## src/rtl/microwave_input_conditioner_if.sv

```systemverilog
// Front-panel bundle: raw contacts into the conditioner, clean pulses and door level out.
interface microwave_input_conditioner_if;
  logic [9:0] raw_keys;
  logic       raw_start;
  logic       raw_clear;
  logic       raw_stop;
  logic       raw_door;
  logic [9:0] keys;
  logic       start;
  logic       clear;
  logic       stop;
  logic       closed_door;
  logic       multi_key;

  modport master (
    output raw_keys, raw_start, raw_clear, raw_stop, raw_door,
    input  keys, start, clear, stop, closed_door, multi_key
  );

  modport slave (
    input  raw_keys, raw_start, raw_clear, raw_stop, raw_door,
    output keys, start, clear, stop, closed_door, multi_key
  );
endinterface

```

## src/rtl/microwave_input_conditioner.sv

```systemverilog
// Synchronizes and debounces keypad/button/door contacts into single-cycle press
// pulses and a stable door level for the microwave top.
module microwave_input_conditioner #(
  parameter int unsigned DEBOUNCE_CYCLES = 16,
  parameter int unsigned CNT_W           = 5
) (
  input  logic                           clk,
  input  logic                           rst_n,
  microwave_input_conditioner_if.slave   bus
);

  localparam int unsigned    N_IN     = 14;
  localparam logic [CNT_W-1:0] CNT_LAST = CNT_W'(DEBOUNCE_CYCLES - 1);

  // Bit map: [9:0] digits, 10 start, 11 clear, 12 stop, 13 door.
  logic [N_IN-1:0]  raw;
  logic [N_IN-1:0]  sync1;
  logic [N_IN-1:0]  sync2;
  logic [N_IN-1:0]  deb;
  logic [N_IN-1:0]  deb_q;
  logic [CNT_W-1:0] cnt [N_IN];

  logic [N_IN-1:0]  rise;
  logic [9:0]       digit_rise;
  logic             single_digit;

  logic [9:0]       keys_q;
  logic             start_q;
  logic             clear_q;
  logic             stop_q;
  logic             multi_q;

  assign raw = {bus.raw_door, bus.raw_stop, bus.raw_clear, bus.raw_start, bus.raw_keys};

  always_ff @(posedge clk or negedge rst_n) begin
    if (!rst_n) begin
      sync1 <= '0;
      sync2 <= '0;
    end else begin
      sync1 <= raw;
      sync2 <= sync1;
    end
  end

  always_ff @(posedge clk or negedge rst_n) begin
    if (!rst_n) begin
      deb <= '0;
      for (int unsigned i = 0; i < N_IN; i++) begin
        cnt[i] <= '0;
      end
    end else begin
      for (int unsigned i = 0; i < N_IN; i++) begin
        if (sync2[i] == deb[i]) begin
          cnt[i] <= '0;
        end else if (cnt[i] == CNT_LAST) begin
          deb[i] <= sync2[i];
          cnt[i] <= '0;
        end else begin
          cnt[i] <= cnt[i] + 1'b1;
        end
      end
    end
  end

  assign rise       = deb & ~deb_q;
  assign digit_rise = rise[9:0];
  // A digit rise is clean only if it is the sole digit currently held.
  assign single_digit = (deb[9:0] != '0) && ((deb[9:0] & (deb[9:0] - 1'b1)) == '0);

  always_ff @(posedge clk or negedge rst_n) begin
    if (!rst_n) begin
      deb_q   <= '0;
      keys_q  <= '0;
      start_q <= 1'b0;
      clear_q <= 1'b0;
      stop_q  <= 1'b0;
      multi_q <= 1'b0;
    end else begin
      deb_q   <= deb;
      start_q <= rise[10];
      clear_q <= rise[11];
      stop_q  <= rise[12];
      keys_q  <= ((digit_rise != '0) && single_digit) ? digit_rise : '0;
      multi_q <= (digit_rise != '0) && !single_digit;
    end
  end

  assign bus.keys        = keys_q;
  assign bus.start       = start_q;
  assign bus.clear       = clear_q;
  assign bus.stop        = stop_q;
  assign bus.multi_key   = multi_q;
  assign bus.closed_door = deb_q[13];

endmodule

```

## src/flat_wrapper.sv

```systemverilog
// flat-port wrapper written by rule: the top's interface ports become plain ports
module microwave_input_conditioner_flat 
#(
  parameter int unsigned DEBOUNCE_CYCLES = 16,
  parameter int unsigned CNT_W           = 5
)
  (clk, rst_n, bus_raw_keys, bus_raw_start, bus_raw_clear, bus_raw_stop, bus_raw_door, bus_keys, bus_start, bus_clear, bus_stop, bus_closed_door, bus_multi_key);
  microwave_input_conditioner_if bus_i ();
  input  logic clk;
  input  logic rst_n;
  input wire logic [$bits(bus_i.raw_keys)-1:0] bus_raw_keys;
  input wire logic [$bits(bus_i.raw_start)-1:0] bus_raw_start;
  input wire logic [$bits(bus_i.raw_clear)-1:0] bus_raw_clear;
  input wire logic [$bits(bus_i.raw_stop)-1:0] bus_raw_stop;
  input wire logic [$bits(bus_i.raw_door)-1:0] bus_raw_door;
  output wire logic [$bits(bus_i.keys)-1:0] bus_keys;
  output wire logic [$bits(bus_i.start)-1:0] bus_start;
  output wire logic [$bits(bus_i.clear)-1:0] bus_clear;
  output wire logic [$bits(bus_i.stop)-1:0] bus_stop;
  output wire logic [$bits(bus_i.closed_door)-1:0] bus_closed_door;
  output wire logic [$bits(bus_i.multi_key)-1:0] bus_multi_key;
  assign bus_i.raw_keys = bus_raw_keys;
  assign bus_i.raw_start = bus_raw_start;
  assign bus_i.raw_clear = bus_raw_clear;
  assign bus_i.raw_stop = bus_raw_stop;
  assign bus_i.raw_door = bus_raw_door;
  assign bus_keys = bus_i.keys;
  assign bus_start = bus_i.start;
  assign bus_clear = bus_i.clear;
  assign bus_stop = bus_i.stop;
  assign bus_closed_door = bus_i.closed_door;
  assign bus_multi_key = bus_i.multi_key;
  microwave_input_conditioner #(.DEBOUNCE_CYCLES(DEBOUNCE_CYCLES), .CNT_W(CNT_W)) u_core (.clk(clk), .rst_n(rst_n), .bus(bus_i));
endmodule
```

## config.mk

```make
export PLATFORM = sky130hd
export DESIGN_NAME = microwave_input_conditioner_flat
export DESIGN_NICKNAME = d
export VERILOG_FILES = /design/src/rtl/microwave_input_conditioner_if.sv /design/src/rtl/microwave_input_conditioner.sv /design/src/flat_wrapper.sv
export SDC_FILE = /design/constraint.sdc
export NUM_CORES = 1
export LEC_CHECK = 0
export ABC_AREA = 1
export BUFFER_PORTS_ARGS = -buffer_cell sky130_fd_sc_hd__buf_2
export CAP_MARGIN = 20
export CORE_ASPECT_RATIO = 0.5
export CORE_MARGIN = 10
export CORE_UTILIZATION = 50
export DETAILED_ROUTE_END_ITERATION = 8
export GPL_ROUTABILITY_DRIVEN = 0
export MAX_ROUTING_LAYER = met4
export PLACE_DENSITY_LB_ADDON = 0.08
export SLEW_MARGIN = 20
export SYNTH_ARGS = -nofsm -noshare
export SYNTH_HDL_FRONTEND = slang
export SYNTH_SLANG_ARGS = --single-unit
```

## constraint.sdc

```tcl
create_clock -name clk -period 2.5 [get_ports clk]
set_clock_uncertainty 0.2 [all_clocks]
set_input_delay 0.5 -clock clk [delete_from_list [all_inputs] [get_ports clk]]
set_output_delay 0.5 -clock clk [all_outputs]
set_load 0.02 [all_outputs]
```

==> results of run 1 <==
flip-flops by register name, indices dropped and copies added, names as in the netlist:
register	flops
u_core.cnt	70
u_core.sync1	14
u_core.sync2	14
u_core.bus.clear	1
u_core.deb	14
u_core.bus.keys	10
u_core.bus.multi_key	1
u_core.deb_q	14
u_core.bus.start	1
u_core.bus.stop	1
critical path, stage by stage, from the launching register on:
cell and delay [ns]:
dfrtp_1 0.47, nor2_4 0.18, nand2_2 0.08, o21ai_1 0.14, nand2_1 0.10, nor2_4 0.12
nand4_4 0.23, nor2_2 0.17
layout make-up:
| class | count | area share [%] |
|---|---|---|
| inverters | 55 | 3.23 |
| multi-input cells | 274 | 24.2 |
| well taps | 140 | 2.74 |
| clock inverters | 13 | 2.60 |
| flip-flops and latches | 140 | 54.8 |
| clock buffers | 19 | 6.92 |
| repair buffers | 50 | 5.57 |
per-stage QoR:
step / hold slack [ns] / cells / setup WS, ns
after floorplan: 0.00441 / 469 / 0.951
after global placement: 0.133 / 644 / 0.820
after detailed placement: 0.135 / 644 / 0.731
after CTS: 0.149 / 691 / 0.706
after global routing: 0.153 / 691 / 0.475
final: 0.143 / 691 / 0.736
cells in the final DEF (no fill, tap or decap), types with 2 or more instances in the layout:
cell,Yosys,layout
nor2_4,3,3
o21ai_0,14,14
clkbuf_16,0,17
inv_2,3,3
inv_1,49,49
mux2_2,6,6
nor2_1,65,65
o21ai_1,5,5
inv_6,0,2
nand2_1,55,55
dfrtp_1,140,140
and3_1,14,14
ha_1,14,14
a21oi_1,23,23
clkinvlp_4,0,6
or2_1,2,2
xor2_1,14,14
xnor2_1,14,14
nor3_1,14,14
bufinv_16,0,3
dlygate4sd3_1,0,15
buf_2,0,29
nand3_1,16,16
clkinv_1,3,3
nor2_2,10,10
buf_4,0,4
power groups by stage:
stage          clock network (uW)  logic [uW]  registers (uW)
5_1_grt                      2740         239            2400
4_1_cts                      2630         207            2390
3_5_place_dp                    0         188            2430
3_3_place_gp                    0         182            2430
2_1_floorplan                   0        99.4            2420
6_report                     2570         200            2390
worst paths after layout:
kind | cells past startpoint | slack (ns) | end
worst min-delay path | 0 | 0.14 | u_core.sync2[1]
min in group asynchronous | 2 | 0.39 | u_core.deb[13]
worst max-delay path | 7 | 0.74 | u_core.bus.keys[2]
worst max register to register | 7 | 0.74 | u_core.bus.keys[2]
worst min register to register | 0 | 0.14 | u_core.sync2[1]
max in group asynchronous | 3 | 1.07 | u_core.deb_q[3]
metal layers:
layer / global-route usage, % / share of wire [%]
met4: 5.94 / 1.0
met3: 4.59 / 4.6
met2: 18.5 / 45
met5: - / 0
met1: 15.8 / 49
timing repair:
action / CTS / global route
endpoints found under the hold margin: 58 / 0
hold buffers: 15 / 0
setup buffers: 0 / 0
resized for setup: 0 / 0
kinds of logic (layout without fill, tap and decap cells):
family | count (synthesis) | count (layout) | synth area share [%]
compound gates | 43 | 43 | 4.12
fa+ha+maj | 14 | 14 | 3.33
flops | 140 | 140 | 66.7
simple gates | 183 | 183 | 16.0
xor+xnor | 28 | 28 | 4.67
mux | 6 | 6 | 1.29
buf+inv | 55 | 137 | 3.93
==> implementation parameters, run 1 <==
Parameter                              Value

Outcome
  Status    completed

Logic synthesis
  Share of synthesized flip-flops with an asynchronous set or reset    100%
  Predominant post-synthesis flop cell    dfrtp_1
  Cell accounting for the most synthesized area    dfrtp_1
  Dominant cell by count in the synthesized netlist    dfrtp_1
  Synth cell types    24
  Instance count of the mapped netlist    469
  Number of enable-type register cells in the synthesized netlist    0
  Leading post-synthesis cells by cell area    dfrtp_1 67%, nor2_1 4.6%, nand2_1 3.9%
  Share of the synthesized area in the top cell type    around two thirds
  Count of state elements after synthesis    140
  Sequential area share after synthesis    66.7%
  Yosys warning total    0
  Mean Syn Cell Area    11.2 um^2
  Synthesized netlist net count    499
  Cell types with the highest counts after synthesis    140 x dfrtp_1, 65 x nor2_1, 55 x nand2_1
  Area of the mapped netlist    5260 um^2

Die
  Die area    ~15000 um^2
  Initial cell density of the core    between 50% and 60%
  Die Width    165 um
  I/O pin cnt    31
  Site Rows    26
  Die boundary height    92.5 um
  Total core area    10200 um^2

Detailed routing
  Routed Wire Length    8.28 mm
  Number of DRC markers after the initial detailed-route iteration    147
  Post-DR wirelength/cell    12.0 um
  DR DRC count    0
  Antenna Nets Post-Route    0
  Ratio of routed vias to standard cells    between 4 and 5
  Iteration count of the initial detailed-routing pass    4
  Detailed-route via count    3210

STA
  Headroom to the max-slew limit    slightly below 70%
  Aggregate negative setup slack    0 ns
  Fin crit share    70.5%
  Time the worst path needs with I/O delays and setup    1.76 ns
  Final Slew Violations    0
  Setup violations, final    0
  Slew at the pin closest to its max-slew limit    around 0.46 ns
  Hold Vio Cnt, Final    0
  RSZ-0062 raised after global routing    no
  Maximum clock rate    about 0.57 GHz

Clocking
  Clock slew seen by the registers of the worst setup and hold paths    0.06 ns
  Number of H-tree levels    4
  Clock tree from TritonCTS    done
  Root buffer cell    clkbuf_16
  TritonCTS Buffers    17
  Buffer levels on the longest clock path    2
  Clock latency on the worst-skew pair    0.42 ns
  Clock net sink count    140

Cells and area
  Fraction of layout instances using a drive strength above 1    16.7%
  Finished Cell Area    6400 um^2
  Signed area change from the synthesized netlist to the final layout    21.7%
  Diode insertion count for antenna repair    0
  Fillers    828
  Combined area of the multi-input logic cells    1550 um^2
  FF+latch area    3500 um^2
  Number of nets in the layout    568
  Final core occ    between 60% and 70%

Setup path
  Crit Path Max Fanout    10
  Arrival time of data at the critical path endpoint    1.90 ns
  Worst setup EP type    register
  Launching element type of the critical path    register
  Start point of the critical path    u_core.deb[0]
  Required time reported for the critical path endpoint    2.63 ns
  Launch point of the worst reg-to-reg path    u_core.deb[0]
  Critical path class    reg2reg

Power
  P_int    4030 uW
  Power Dens Cells    around 810 nW/um^2
  Max IR drop VDD    ~0.48 mV
  Relative contribution of sequential cells to total power    46.4%
  Leakage power total    roughly 0.0032 uW
  Proportion of power drawn by the clock network    49.7%
  Fraction of power spent switching nets    between 20% and 30%
  Net switching component of the power    1130 uW
  Combinational cell fraction of total power    slightly below 4%
  Final total power    5160 uW

Global route
  Overall Global Routing Usage    12.8%
  GRT Residual Overflow    0
  First-pass GRT wire length    14.9 mm
  Number of antenna violations at the first check in global routing    0
  Via count of the first global-routing pass    about 3300
  Maximum number of pins on one net before global-route repair    50

Placed design
  HPWL Detailed    5.58 mm
  Post-place instance area    about 5600 um^2
  Port Buf Inserts    30

Worst hold path
  Hold_sp    u_core.sync1[1]
  Kind of path behind the tightest hold check    reg2reg

Run
  Max_cap viols    0
(Power assumes the default switching activity.)
==> run 2, diff against run 1 <==
==> constraint.sdc (replaced) <==
create_clock -name clk -period 1.57 [get_ports clk]
set_clock_uncertainty 0.2 [all_clocks]
set_input_delay 0.314 -clock clk [delete_from_list [all_inputs] [get_ports clk]]
set_output_delay 0.314 -clock clk [all_outputs]
set_load 0.02 [all_outputs]
==> run 2 against run 1 <==
Compared with the run above: the run now ends with setup timing left; final cell count grew 4.3%; sequential power increased by 59%; non-clock buffer count is 30 higher; setup slack worse by 0.83 ns; count of clock-buffer cells in the layout is 2 higher; register-to-register slack got worse by 0.83 ns; critical endpoint is now u_core.bus.keys[1]; fmax rose by 6.1%; sequential share of layout area is 3.1 points lower.
==> implementation parameters, run 2 (same netlist as run 1, synthesis figures left out) <==
Parameter                              Value

Outcome
  Status    finished with violations
  Failing checks    setup timing

Cells and area
  Finished Cell Area    6790 um^2 (+6.1%)
  Final core occ    66.5% (+3.8 points)
  Diode insertion count for antenna repair    0 (unchanged)
  Fillers    781 (-5.7%)
  Number of nets in the layout    599 (+5.5%)
  Signed area change from the synthesized netlist to the final layout    29.2%
  Commonest non-fill, non-tap cells in the layout    136 x dfrtp_1, 59 x nor2_1, 51 x nand2_1, 48 x inv_1, 30 x buf_4
  Fraction of layout instances using a drive strength above 1    25.1% (+8.4 points)
  Register with the most flip-flops    u_core.cnt
  Layout Cells excl Fill    721 (+4.3%)
  Number of flip-flops under the largest register name    70 (unchanged)
  Commonest non-fill, non-tap cell in the layout    dfrtp_1

Clocking
  Number of H-tree levels    4 (unchanged)
  Clock net sink count    140 (unchanged)
  Buffer levels on the longest clock path    2 (unchanged)
  Root buffer cell    clkbuf_16
  Clock slew seen by the registers of the worst setup and hold paths    0.06 ns (about the same)
  TritonCTS Buffers    17 (unchanged)
  Clock latency on the worst-skew pair    0.40 ns (-0.02 ns)
  Clock tree from TritonCTS    done

Placed design
  Post-place instance area    5880 um^2 (+4.3%)
  Inst Count DP    671 (+4.2%)
  Port Buf Inserts    30 (unchanged)
  HPWL Detailed    5.82 mm (+4.3%)

Power
  Leakage power total    0.00344 uW (+5.9%)
  P_int    6680 uW (+66%)
  Power Dens Cells    1240 nW/um^2 (+54%)
  Max IR drop VDD    0.631 mV (+33%)
  Fraction of power spent switching nets    20.6% (-1.4 points)
  Combinational cell fraction of total power    4.3% (+0.4 points)
  Proportion of power drawn by the clock network    50.3% (+0.6 points)
  Final total power    8410 uW (+63%)
  Net switching component of the power    1730 uW (+53%)
  Relative contribution of sequential cells to total power    45.4% (-1.0 points)

Detailed routing
  Antenna Nets Post-Route    0 (unchanged)
  Routed Wire Length    8.75 mm (+5.6%)
  Number of DRC markers after the initial detailed-route iteration    94 (-36%)
  Post-DR wirelength/cell    12.1 um (+1.2%)
  Iteration count of the initial detailed-routing pass    4 (unchanged)
  Ratio of routed vias to standard cells    4.71 (+1.4%)
  Detailed-route via count    3395 (+5.8%)
  DR DRC count    0 (unchanged)

Global route
  Global routing's busiest layer    met2
  Met2 track utilization from global routing    19.7% (+1.2 points)
  First-pass GRT wire length    15.6 mm (+4.1%)
  Overall Global Routing Usage    13.0% (+0.23 points)
  Via count of the first global-routing pass    3490 (+5.5%)
  Routing usage on met1    16.0% (+0.17 points)
  Number of antenna violations at the first check in global routing    0 (unchanged)
  GRT Residual Overflow    0 (unchanged)
  Met3 global-route usage    4.68% (+0.088 points)
  Maximum number of pins on one net before global-route repair    30 (-40%)

Die
  Initial cell density of the core    51.5% (unchanged)
  Die area    15300 um^2 (unchanged)
  Total core area    10200 um^2 (unchanged)
  I/O pin cnt    31 (unchanged)
  Site Rows    26 (unchanged)
  Die boundary height    92.5 um (unchanged)
  Die Width    165 um (unchanged)

STA
  Fin crit share    106% (+35 points)
  Setup violations, final    11 (+11)
  Time the worst path needs with I/O delays and setup    1.66 ns (-0.102 ns)
  PnR worst setup slack    -0.0915 ns (-0.828 ns)
  RSZ-0062 raised after global routing    yes
  Final Slew Violations    0 (unchanged)
  Slew at the pin closest to its max-slew limit    0.318 ns (-0.142 ns)
  Maximum clock rate    0.602 GHz (+6.1%)
  Hold Vio Cnt, Final    0 (unchanged)
  Headroom to the max-slew limit    78.7% (+9.3 points)

Worst hold path
  Kind of path behind the tightest hold check    in2async

Setup path
  Arrival time of data at the critical path endpoint    1.80 ns (-0.10 ns)
  Worst setup EP type    register
  Launching element type of the critical path    register
  Critical path class    reg2reg
  Required time reported for the critical path endpoint    1.71 ns (-0.92 ns)
  Crit Path Max Fanout    6 (-4)

Run
  Max_cap viols    0 (unchanged)
==> run 2: power groups by stage <==
stage,clock network (uW),logic [uW],registers [uW]
after detailed placement,0,329,3880
after CTS,4320,363,3810
after floorplan,0,158,3860
after global placement,0,323,3870
final,4230,360,3810
after global routing,4500,427,3830
==> run 2: repair_timing <==
action,in CTS,in global routing
endpoints found under the hold margin,154,0
buffers inserted,0,3
resized for setup,6,23
cloned,1,0
pin swaps,1,10
hold buffers,15,0
setup endpoints to repair,11,16
==> run 2: worst paths after layout <==
kind	from	endpoint	slack [ns]	depth (start not counted)
min in group clk	u_core.sync1[8]	u_core.sync2[8]	0.15	0
max in group asynchronous	rst_n	u_core.deb[1]	0.54	3
hold / removal	rst_n	u_core.cnt[45]	0.15	2
setup reg to reg	u_core.deb[5]	u_core.bus.keys[1]	-0.09	7
hold reg to reg	u_core.sync1[8]	u_core.sync2[8]	0.15	0
setup / recovery	u_core.deb[5]	u_core.bus.keys[1]	-0.09	7
==> run 2: routing by layer <==
| metal | share of wire, % | vias up |
|---|---|---|
| met5 | 0 | - |
| li1 | - | 1707 |
| met4 | 1.2 | 0 |
| met1 | 49 | 1624 |
| met2 | 45 | 54 |
| met3 | 4.8 | 10 |
==> run 2: metrics by stage <==
stage,TNS [ns],worst slack (ns),hold slack [ns]
2_1_floorplan,0,0.0206,-0.182
3_3_place_gp,-0.645,-0.0643,0.00226
3_5_place_dp,-0.886,-0.0981,0.00598
4_1_cts,-0.352,-0.0441,0.138
5_1_grt,-1.68,-0.195,0.154
6_report,-0.667,-0.0915,0.146
==> run 2: final cells by class <==
cell class | count | area, um^2 | share of cell area, %
flip-flops and latches | 140 | 3510 | 51.7
multi-input cells | 275 | 1640 | 24.2
repair buffers | 80 | 623 | 9.18
clock buffers | 21 | 470 | 6.93
inverters | 55 | 206 | 3.04
well taps | 140 | 175 | 2.58
clock inverters | 10 | 163 | 2.40
==> run 2: critical path: stages, from the launching register on <==
cell and delay, ns:
dfrtp_2 0.46, nor2_2 0.14, nand2_1 0.08, o21ai_2 0.12
nand2_1 0.09, nor2_4 0.18, nand4_4 0.19, nor2_2 0.13
==> run 3, diff against run 2 <==
--- a/config.mk
+++ b/config.mk
@@ -15,6 +15,8 @@
 export GPL_ROUTABILITY_DRIVEN = 0
 export MAX_ROUTING_LAYER = met4
 export PLACE_DENSITY_LB_ADDON = 0.08
+export REMOVE_ABC_BUFFERS = 1
+export SETUP_SLACK_MARGIN = 0.4
 export SLEW_MARGIN = 20
 export SYNTH_ARGS = -nofsm -noshare
 export SYNTH_HDL_FRONTEND = slang
==> run 3 against run 2 <==
Compared with the run above: the run still ends with setup timing left; register-to-register slack got worse by 0.02 ns; die area did not move; final cell count rose by 7.4%; largest power group unchanged; critical path type unchanged; first-iteration DRC count rose by 54%.
==> implementation parameters, run 3 (same netlist as run 1, synthesis figures left out) <==
Parameter                              Value

STA
  RSZ-0062 raised after global routing    yes
  Time the worst path needs with I/O delays and setup    1.68 ns (+0.0212 ns)
  Slew at the pin closest to its max-slew limit    0.294 ns (-0.0239 ns)
  Setup violations, final    11 (unchanged)
  Headroom to the max-slew limit    80.4% (+1.7 points)
  Final Slew Violations    0 (unchanged)
  Fin crit share    107% (+1.4 points)
  Maximum clock rate    0.594 GHz (-1.3%)
  PnR worst setup slack    -0.113 ns (-0.0212 ns)
  Hold Vio Cnt, Final    0 (unchanged)

Power
  Power Dens Cells    1050 nW/um^2 (-15%)
  Max IR drop VDD    0.666 mV (+5.4%)
  Leakage power total    0.00383 uW (+11%)

Placed design
  Post-place instance area    5880 um^2 (unchanged)
  Worst setup timing slack at the placement stage    -0.0981 ns (unchanged)
  Port Buf Inserts    30 (unchanged)
  HPWL Detailed    5.82 mm (unchanged)
  Inst Count DP    671 (unchanged)

Setup path
  Worst reg-to-reg path cell count    7 (unchanged)
  Crit path max-delay family    simple AND/OR/NAND/NOR gates
  Endpoint of the worst register-to-register path    u_core.bus.keys[1]
  Worst-path cell with the longest stage delay    dfrtp_2
  Launch point of the worst reg-to-reg path    u_core.deb[4]
  Required time reported for the critical path endpoint    1.72 ns (about the same)
  Buffering stage count on the worst path with inverters included    0 (unchanged)
  Biggest cell delay along the critical path    0.47 ns (about the same)
  Critical path class    reg2reg
  Cell Chain, Critical Path    nor2_2 -> nand2_1 -> nor2_1 -> nor2_1 -> nor2_4 -> nand4_4 -> nor2_2
  Reg2reg setup slack    -0.11 ns (-0.02 ns)
  Crit Path Max Fanout    6 (unchanged)
  Arrival time of data at the critical path endpoint    1.83 ns (+0.03 ns)
  Worst setup EP type    register
  Launching element type of the critical path    register

Global route
  Number of antenna violations at the first check in global routing    0 (unchanged)
  Maximum number of pins on one net before global-route repair    30 (unchanged)
  Overall Global Routing Usage    15.4% (+2.3 points)
  Via count of the first global-routing pass    3880 (+11%)
  GRT Residual Overflow    0 (unchanged)
  First-pass GRT wire length    18.2 mm (+17%)

Cells and area
  Finished Cell Area    8340 um^2 (+23%)
  Number of nets in the layout    652 (+8.8%)
  Fillers    518 (-34%)
  Fraction of layout instances using a drive strength above 1    56.2% (+31 points)
  Signed area change from the synthesized netlist to the final layout    58.6%
  FF+latch area    3510 um^2 (+0.11%)
  Final core occ    81.6% (+15 points)
  Number of flip-flops under the largest register name    70 (unchanged)
  Diode insertion count for antenna repair    0 (unchanged)
  Commonest non-fill, non-tap cell in the layout    dfrtp_1
  Layout Cells excl Fill    774 (+7.4%)
  Register with the most flip-flops    u_core.cnt
  Combined area of the multi-input logic cells    2580 um^2 (+57%)
  Commonest non-fill, non-tap cells in the layout    133 x dfrtp_1, 51 x buf_4, 49 x buf_6, 35 x inv_1, 33 x nor2_2

Clocking
  Buffer levels on the longest clock path    2 (unchanged)
  Clock net sink count    140 (unchanged)
  Number of H-tree levels    4 (unchanged)
  Clock slew seen by the registers of the worst setup and hold paths    0.06 ns (about the same)
  Clock latency on the worst-skew pair    0.41 ns (about the same)
  Root buffer cell    clkbuf_16
  Clock tree from TritonCTS    done
  TritonCTS Buffers    17 (unchanged)

Die
  Die boundary height    92.5 um (unchanged)
  Total core area    10200 um^2 (unchanged)
  Site Rows    26 (unchanged)
  Die area    15300 um^2 (unchanged)
  Die Width    165 um (unchanged)
  Initial cell density of the core    51.5% (unchanged)
  I/O pin cnt    31 (unchanged)

Outcome
  Failing checks    setup timing
  Status    finished with violations

Worst hold path
  Kind of path behind the tightest hold check    in2async

Detailed routing
  Post-DR wirelength/cell    15.3 um (+26%)
  Ratio of routed vias to standard cells    4.89 (+3.9%)
  DR DRC count    0 (unchanged)
  Antenna Nets Post-Route    0 (unchanged)
  Routed Wire Length    11.8 mm (+35%)
  Number of DRC markers after the initial detailed-route iteration    145 (+54%)
  Detailed-route via count    3788 (+12%)
  Iteration count of the initial detailed-routing pass    4 (unchanged)

Run
  Max_cap viols    0 (unchanged)
## run 3: cell count changes in the layout (fill, tap and decap cells not counted), moves of 19 or more
| cell | previous run | this run |
|---|---|---|
| buf_6 | 2 | 49 |
| nor2_1 | 59 | 22 |
| nand2_1 | 51 | 20 |
| nand2_4 | 0 | 26 |
| buf_4 | 30 | 51 |
| nor2_4 | 4 | 23 |
## run 3: worst max path at each step
stage                        from                 end  slack, ns  cells past startpoint
finish              u_core.deb[4]  u_core.bus.keys[1]      -0.11                      7
global route        u_core.deb[4]  u_core.bus.keys[9]      -0.22                      7
CTS                 u_core.deb[0]  u_core.bus.keys[3]      -0.04                      7
detailed placement  u_core.deb[4]  u_core.bus.keys[3]       -0.1                      7
global placement    u_core.deb[5]  u_core.bus.keys[8]      -0.06                      7
floorplan           u_core.deb[0]  u_core.bus.keys[0]       0.02                      7
## run 3: layout make-up
class                           count  area share (%)
Sequential cell                   140            42.1
Clock inverter                     10            1.95
Tap cell                          140            2.10
Multi-Input combinational cell    275            30.9
Inverter                           55            2.48
Clock buffer                       21            5.64
Timing Repair Buffer              133            14.8
## run 3: power breakdown
| part | switching (uW) | leakage (uW) | total [uW] | internal, uW |
|---|---|---|---|---|
| sequential | 111 | 0.00184 | 3850 | 3730 |
| clock | 1490 | 0.000306 | 4270 | 2780 |
| combinational | 313 | 0.00168 | 649 | 337 |
## run 3: per-stage QoR
stage	power (uW)	hold slack (ns)	setup TNS, ns
3_5_place_dp	4200	0.00598	-0.886
5_1_grt	9090	0.153	-2.10
4_1_cts	8630	0.138	-0.366
2_1_floorplan	4020	-0.182	0
6_report	8770	0.139	-1.01
3_3_place_gp	4200	0.00226	-0.645
## run 3: repair_timing
| item | in CTS | in global routing |
|---|---|---|
| cloned | 1 | 0 |
| pin swaps | 47 | 56 |
| gates resized for setup | 190 | 140 |
| endpoints found under the hold margin | 154 | 0 |
| buffers inserted | 28 | 28 |
| hold buffers | 15 | 0 |
| endpoints found under the setup margin | 107 | 107 |
## run 3: routing by layer
layer / track usage [%] / part of all wire (%) / wire length (um) / up-vias
li1: - / - / - / 1814
met5: - / 0 / 0 / -
met2: 25.0 / 52 / 6190 / 53
met1: 18.0 / 43 / 5080 / 1905
met3: 4.46 / 3.5 / 413 / 16
met4: 5.06 / 1.3 / 153 / 0
